<file path="src/rtl/toggle_event_receiver.sv">
// Toggle-flag event receiver: edge-detects a toggle level and queues events behind valid/ready.
// Build option: define TOGGLE_RX_SYNC_EN to insert a SYNC_STAGES-deep synchronizer on Toggle_In.
module toggle_event_receiver #(
   parameter int unsigned SYNC_STAGES = 2,
   parameter int unsigned CNT_W       = 4
) (
   input  logic             Clk,
   input  logic             Reset,
   input  logic             Toggle_In,
   input  logic             Event_Ready,
   input  logic             Clear_Ovf,
   output logic             Event_Pulse,
   output logic             Event_Valid,
   output logic [CNT_W-1:0] Pending,
   output logic             Overflow
);

   localparam logic [CNT_W-1:0] CntMax = {CNT_W{1'b1}};

   if (SYNC_STAGES < 2 || SYNC_STAGES > 4) begin : g_bad_sync_stages
      $error("SYNC_STAGES must be in the range 2..4");
   end

   logic             sync_out;
   logic             last_q;
   logic [CNT_W-1:0] pending_q, pending_d;
   logic             ovf_q, ovf_d;
   logic             inc, dec;

`ifdef TOGGLE_RX_SYNC_EN
   logic [SYNC_STAGES-1:0] sync_q;

   always_ff @(posedge Clk or negedge Reset) begin
      if (!Reset) begin
         sync_q <= '0;
      end else begin
         sync_q <= {sync_q[SYNC_STAGES-2:0], Toggle_In};
      end
   end

   assign sync_out = sync_q[SYNC_STAGES-1];
`else
   // Toggle_In is assumed synchronous here, so one sampling register suffices.
   logic sample_q;

   always_ff @(posedge Clk or negedge Reset) begin
      if (!Reset) begin
         sample_q <= 1'b0;
      end else begin
         sample_q <= Toggle_In;
      end
   end

   assign sync_out = sample_q;
`endif

   always_ff @(posedge Clk or negedge Reset) begin
      if (!Reset) begin
         last_q <= 1'b0;
      end else begin
         last_q <= sync_out;
      end
   end

   assign Event_Pulse = sync_out ^ last_q;
   assign Event_Valid = (pending_q != '0);

   assign inc = Event_Pulse;
   assign dec = Event_Valid & Event_Ready;

   // A simultaneous accept frees a slot, so inc+dec never drops even when saturated.
   always_comb begin
      pending_d = pending_q;
      ovf_d     = ovf_q;
      if (Clear_Ovf) begin
         ovf_d = 1'b0;
      end
      unique case ({inc, dec})
         2'b10: begin
            if (pending_q == CntMax) begin
               ovf_d = 1'b1;
            end else begin
               pending_d = pending_q + 1'b1;
            end
         end
         2'b01:   pending_d = pending_q - 1'b1;
         default: pending_d = pending_q;
      endcase
   end

   always_ff @(posedge Clk or negedge Reset) begin
      if (!Reset) begin
         pending_q <= '0;
         ovf_q     <= 1'b0;
      end else begin
         pending_q <= pending_d;
         ovf_q     <= ovf_d;
      end
   end

   assign Pending  = pending_q;
   assign Overflow = ovf_q;

endmodule

</file>
<file path="config.mk">
export PLATFORM = sky130hd
export DESIGN_NAME = toggle_event_receiver
export DESIGN_NICKNAME = d
export VERILOG_FILES = /design/src/rtl/toggle_event_receiver.sv
export SDC_FILE = /design/constraint.sdc
export NUM_CORES = 1
export LEC_CHECK = 0
export BUFFER_PORTS_ARGS = -buffer_cell sky130_fd_sc_hd__buf_2
export CAP_MARGIN = 10
export CORE_AREA = 2 2 39 41
export CTS_BUF_LIST = sky130_fd_sc_hd__clkbuf_8 sky130_fd_sc_hd__clkbuf_16
export DETAILED_ROUTE_END_ITERATION = 8
export DIE_AREA = 0 0 41 43
export GPL_TIMING_DRIVEN = 0
export SYNTH_ARGS = -nofsm -noshare
export SYNTH_HDL_FRONTEND = slang
export SYNTH_SLANG_ARGS = --single-unit
</file>
<file path="constraint.sdc">
create_clock -name Clk -period 2.6 [get_ports Clk]
set_input_delay 0.26 -clock Clk [delete_from_list [all_inputs] [get_ports Clk]]
set_output_delay 0.26 -clock Clk [all_outputs]
set_load 0.01 [all_outputs]
</file>
==> key figures <==
Status
  – Status: complete, no violations

Yosys
  – Top post-synthesis cells by area: dfrtp_1, ha_1, fa_1
  – Post-synth EDFFs: 0
  – Mapped cell area: approximately 380 um2
  – Asr flop ratio synth: 100%
  – Post-Syn Nets: 39
  – Synth top cells by count: dfrtp_1, inv_1
  – YS warnings: 0
  – Syn_area_per_cell: around 12 um2
  – Area share of the leading cell type in the synthesized netlist: between 40% and 50%
  – Post-synth top area cell: dfrtp_1
  – Count leader, synth: dfrtp_1
  – Yosys reg bits: 7
  – Gate Count Post-Synth: 31
  – Sequential area share after synthesis: a little under half
  – Library cells used by synthesis: 18
  – Ys flop type: dfrtp_1

Drt
  – # DRC: 0
  – Vias per cell: 4.49
  – Post-route ant nets: 0
  – Routed WL: approximately 710 um
  – Drt pass-1 iters: 4
  – DRT iter0 DRCs: 8
  – Vias: about 280
  – DR WL/cell: between 10 and 15 um

Worst hold path
  – HP Class: primary input to flop
  – Min-delay src: Toggle_In

STA
  – RSZ-0062 raised after global routing: false
  – Worst slew pin tran: about 0.37 ns
  – # setup viols final: 0
  – Slew margin rel.: 75.3%
  – Final Hold Fails: 0
  – Max-slew violations: 0
  – Final Critical Period: approximately 2.2 ns
  – Clock skew: ~0.0023 ns
  – Final Cycle Share: 86.3%
  – Setup TNS: 0 ns
  – Max Clock Freq: 446 MHz

Finish
  – Area Growth Syn to Fin: 34.3%
  – Final cell count without fillers: 63
  – Fin area: between 500 and 600 um2
  – Layout cells sized above 1: 40.4%
  – Total Nets Final: 56
  – Diode count: 0

GRT
  – Number of global-route vias before repair: roughly 280
  – Gr ovfl total: 0
  – GR Util met1: approximately 13%
  – Largest net degree at the start of global routing: 8
  – Antenna violations before repair: 0
  – Global-route wire length before repair: approximately 1.2 mm
  – Met3 usage: around 6.3%
  – Met2 GRT Util: 16.3%
  – Tot GR Track Use: a little under an eighth
  – GRT Max-Usage Layer: met2

CTS
  – Hold-fix buffers, CTS: 1
  – Maximum buffer depth of the clock tree: 2
  – Sink Count: 7
  – Num CTS Buffers: 3
  – CTS tree: yes
  – Worst-skew pair later-pin latency: approximately 0.22 ns
  – CTS Root Cell: clkbuf_8
  – Post CTS Setup Buffer Count: 0
  – Clock transition at the registers of the reported paths: about 0.04 ns
  – Post-CTS resize count: 0
  – H-tree Lvls: 1

Run
  – Max-cap check violation count: 0

Floorplan
  – Placeable Area: roughly 1400 um2
  – Die Area: between 1500 and 2000 um2
  – Initial core utilization: a little over a quarter
  – Die Y: between 40 and 50 um
  – Die span in x: 41 um
  – Row count: 14
  – IO Pins: 12

Setup path
  – CP Capture Type: flop
  – Worst Path Required: ~2.8 ns
  – Worst r2r src: Pending[1]
  – Worst path slowest cell: o41ai_2
  – Critical Path, Cell by Cell: o41ai_2 > or2_4 > inv_1 > ha_1 > a21o_1 > a21oi_1 > mux2i_1 > xor2_1
  – Max incr delay on CP: around 0.46 ns
  – Startpoint types: flop
  – Crit path DAT: approximately 2.4 ns
  – Max FO, Critical Path: 6
  – CP startpoint: Pending[1]
  – CP Class: flop to flop

Power and ir drop
  – Tot Pwr: around 0.0006 W
  – Leak Pwr: ~0.27 nW
  – Worst IR Drop VDD: 503 uV
  – P per Cell Area: 1190 nW/um2

Placement
  – DP HPWL: approximately 580 um
  – Buffers added on ports: 11
  – Final RePlAce weighted congestion: 0.617
  – Placed cells: 58
  – Post-Place Cell Area: roughly 450 um2
## flip-flops by register name (all words and copies together), names as in the netlist
| signal | cells |
|---|---|
| last_q | 1 |
| Overflow | 1 |
| sample_q | 1 |
| Pending | 4 |
## routing by layer
layer  up-vias  share of wire [%]
li1        137                  -
met1       131                 43
met2        13                 46
met3         2                7.8
met4         0                2.7
met5         -                  0
## metrics by stage
| stage | hold WS, ns | util [%] | setup WS, ns |
|---|---|---|---|
| 5_1_grt | 0.138 | 36.8 | 0.209 |
| 3_5_place_dp | 0.0993 | 32.8 | 0.343 |
| 3_3_place_gp | 0.0968 | 32.8 | 0.372 |
| 2_1_floorplan | -0.0356 | - | 0.470 |
| 4_1_cts | 0.137 | 36.8 | 0.335 |
| 6_report | 0.140 | 36.8 | 0.356 |
## cell families after synthesis
family	synth area share (%)
DFF	46.2
muxes	9.24
buffers and inverters	3.96
xor gates and xnor gates	9.24
and+or+nand+nor	10.2
adders and majority gates	11.9
AOI/OAI and AO/OA	9.24
## power by group
| part | switching [W] | internal (W) |
|---|---|---|
| combinational | 0.000119 | 0.000133 |
| clock | 0.0000446 | 0.000102 |
| sequential | 0.0000574 | 0.000148 |
| total | 0.000221 | 0.000383 |
## worst paths after layout
path | endpoint | slack (ns) | depth (start not counted)
max in group asynchronous | last_q | 2.05 | 2
hold reg to reg | last_q | 0.41 | 0
setup reg to reg | Pending[3] | 0.36 | 8
hold / removal | sample_q | 0.14 | 1
setup / recovery | Pending[3] | 0.36 | 8
min in group asynchronous | sample_q | 0.39 | 2
## final cells by class
type | count | area [um2]
sequential | 7 | 175
multi-input combinational | 20 | 189
tap | 16 | 20.0
clock inverter | 1 | 3.75
timing repair buffer | 12 | 65.1
fill | 144 | 875
inverter | 4 | 15.0
clock buffer | 3 | 41.3
## worst max-delay path, delay by kind of cell, from the launching register on
kind                       cells  cell delay [ns]
adders and majority gates      1             0.27
DFF                            1             0.43
and+or+nand+nor                1             0.22
AOI/OAI and AO/OA              3             0.80
buffers and inverters          1             0.06
muxes                          1             0.23
xor gates and xnor gates       1             0.15
## layout by cell type (no fill, tap or decap)
cell / netlist / final
o41ai_2: 1 / 1
mux2i_1: 2 / 2
buf_2: 0 / 11
nand4_1: 1 / 1
nand2_2: 1 / 1
xnor2_1: 2 / 2
inv_1: 4 / 5
nand3_1: 1 / 1
clkbuf_8: 0 / 3
o22ai_1: 1 / 1
or4_2: 1 / 1
dfrtp_1: 7 / 7
a21oi_1: 1 / 1
ha_1: 2 / 2
dlygate4sd3_1: 0 / 1
a21o_1: 1 / 1
or2_4: 1 / 1
fa_1: 1 / 1
xor2_1: 2 / 2
mux2_4: 1 / 1
nand2_1: 1 / 1
Power figures use the tool's default switching activity.
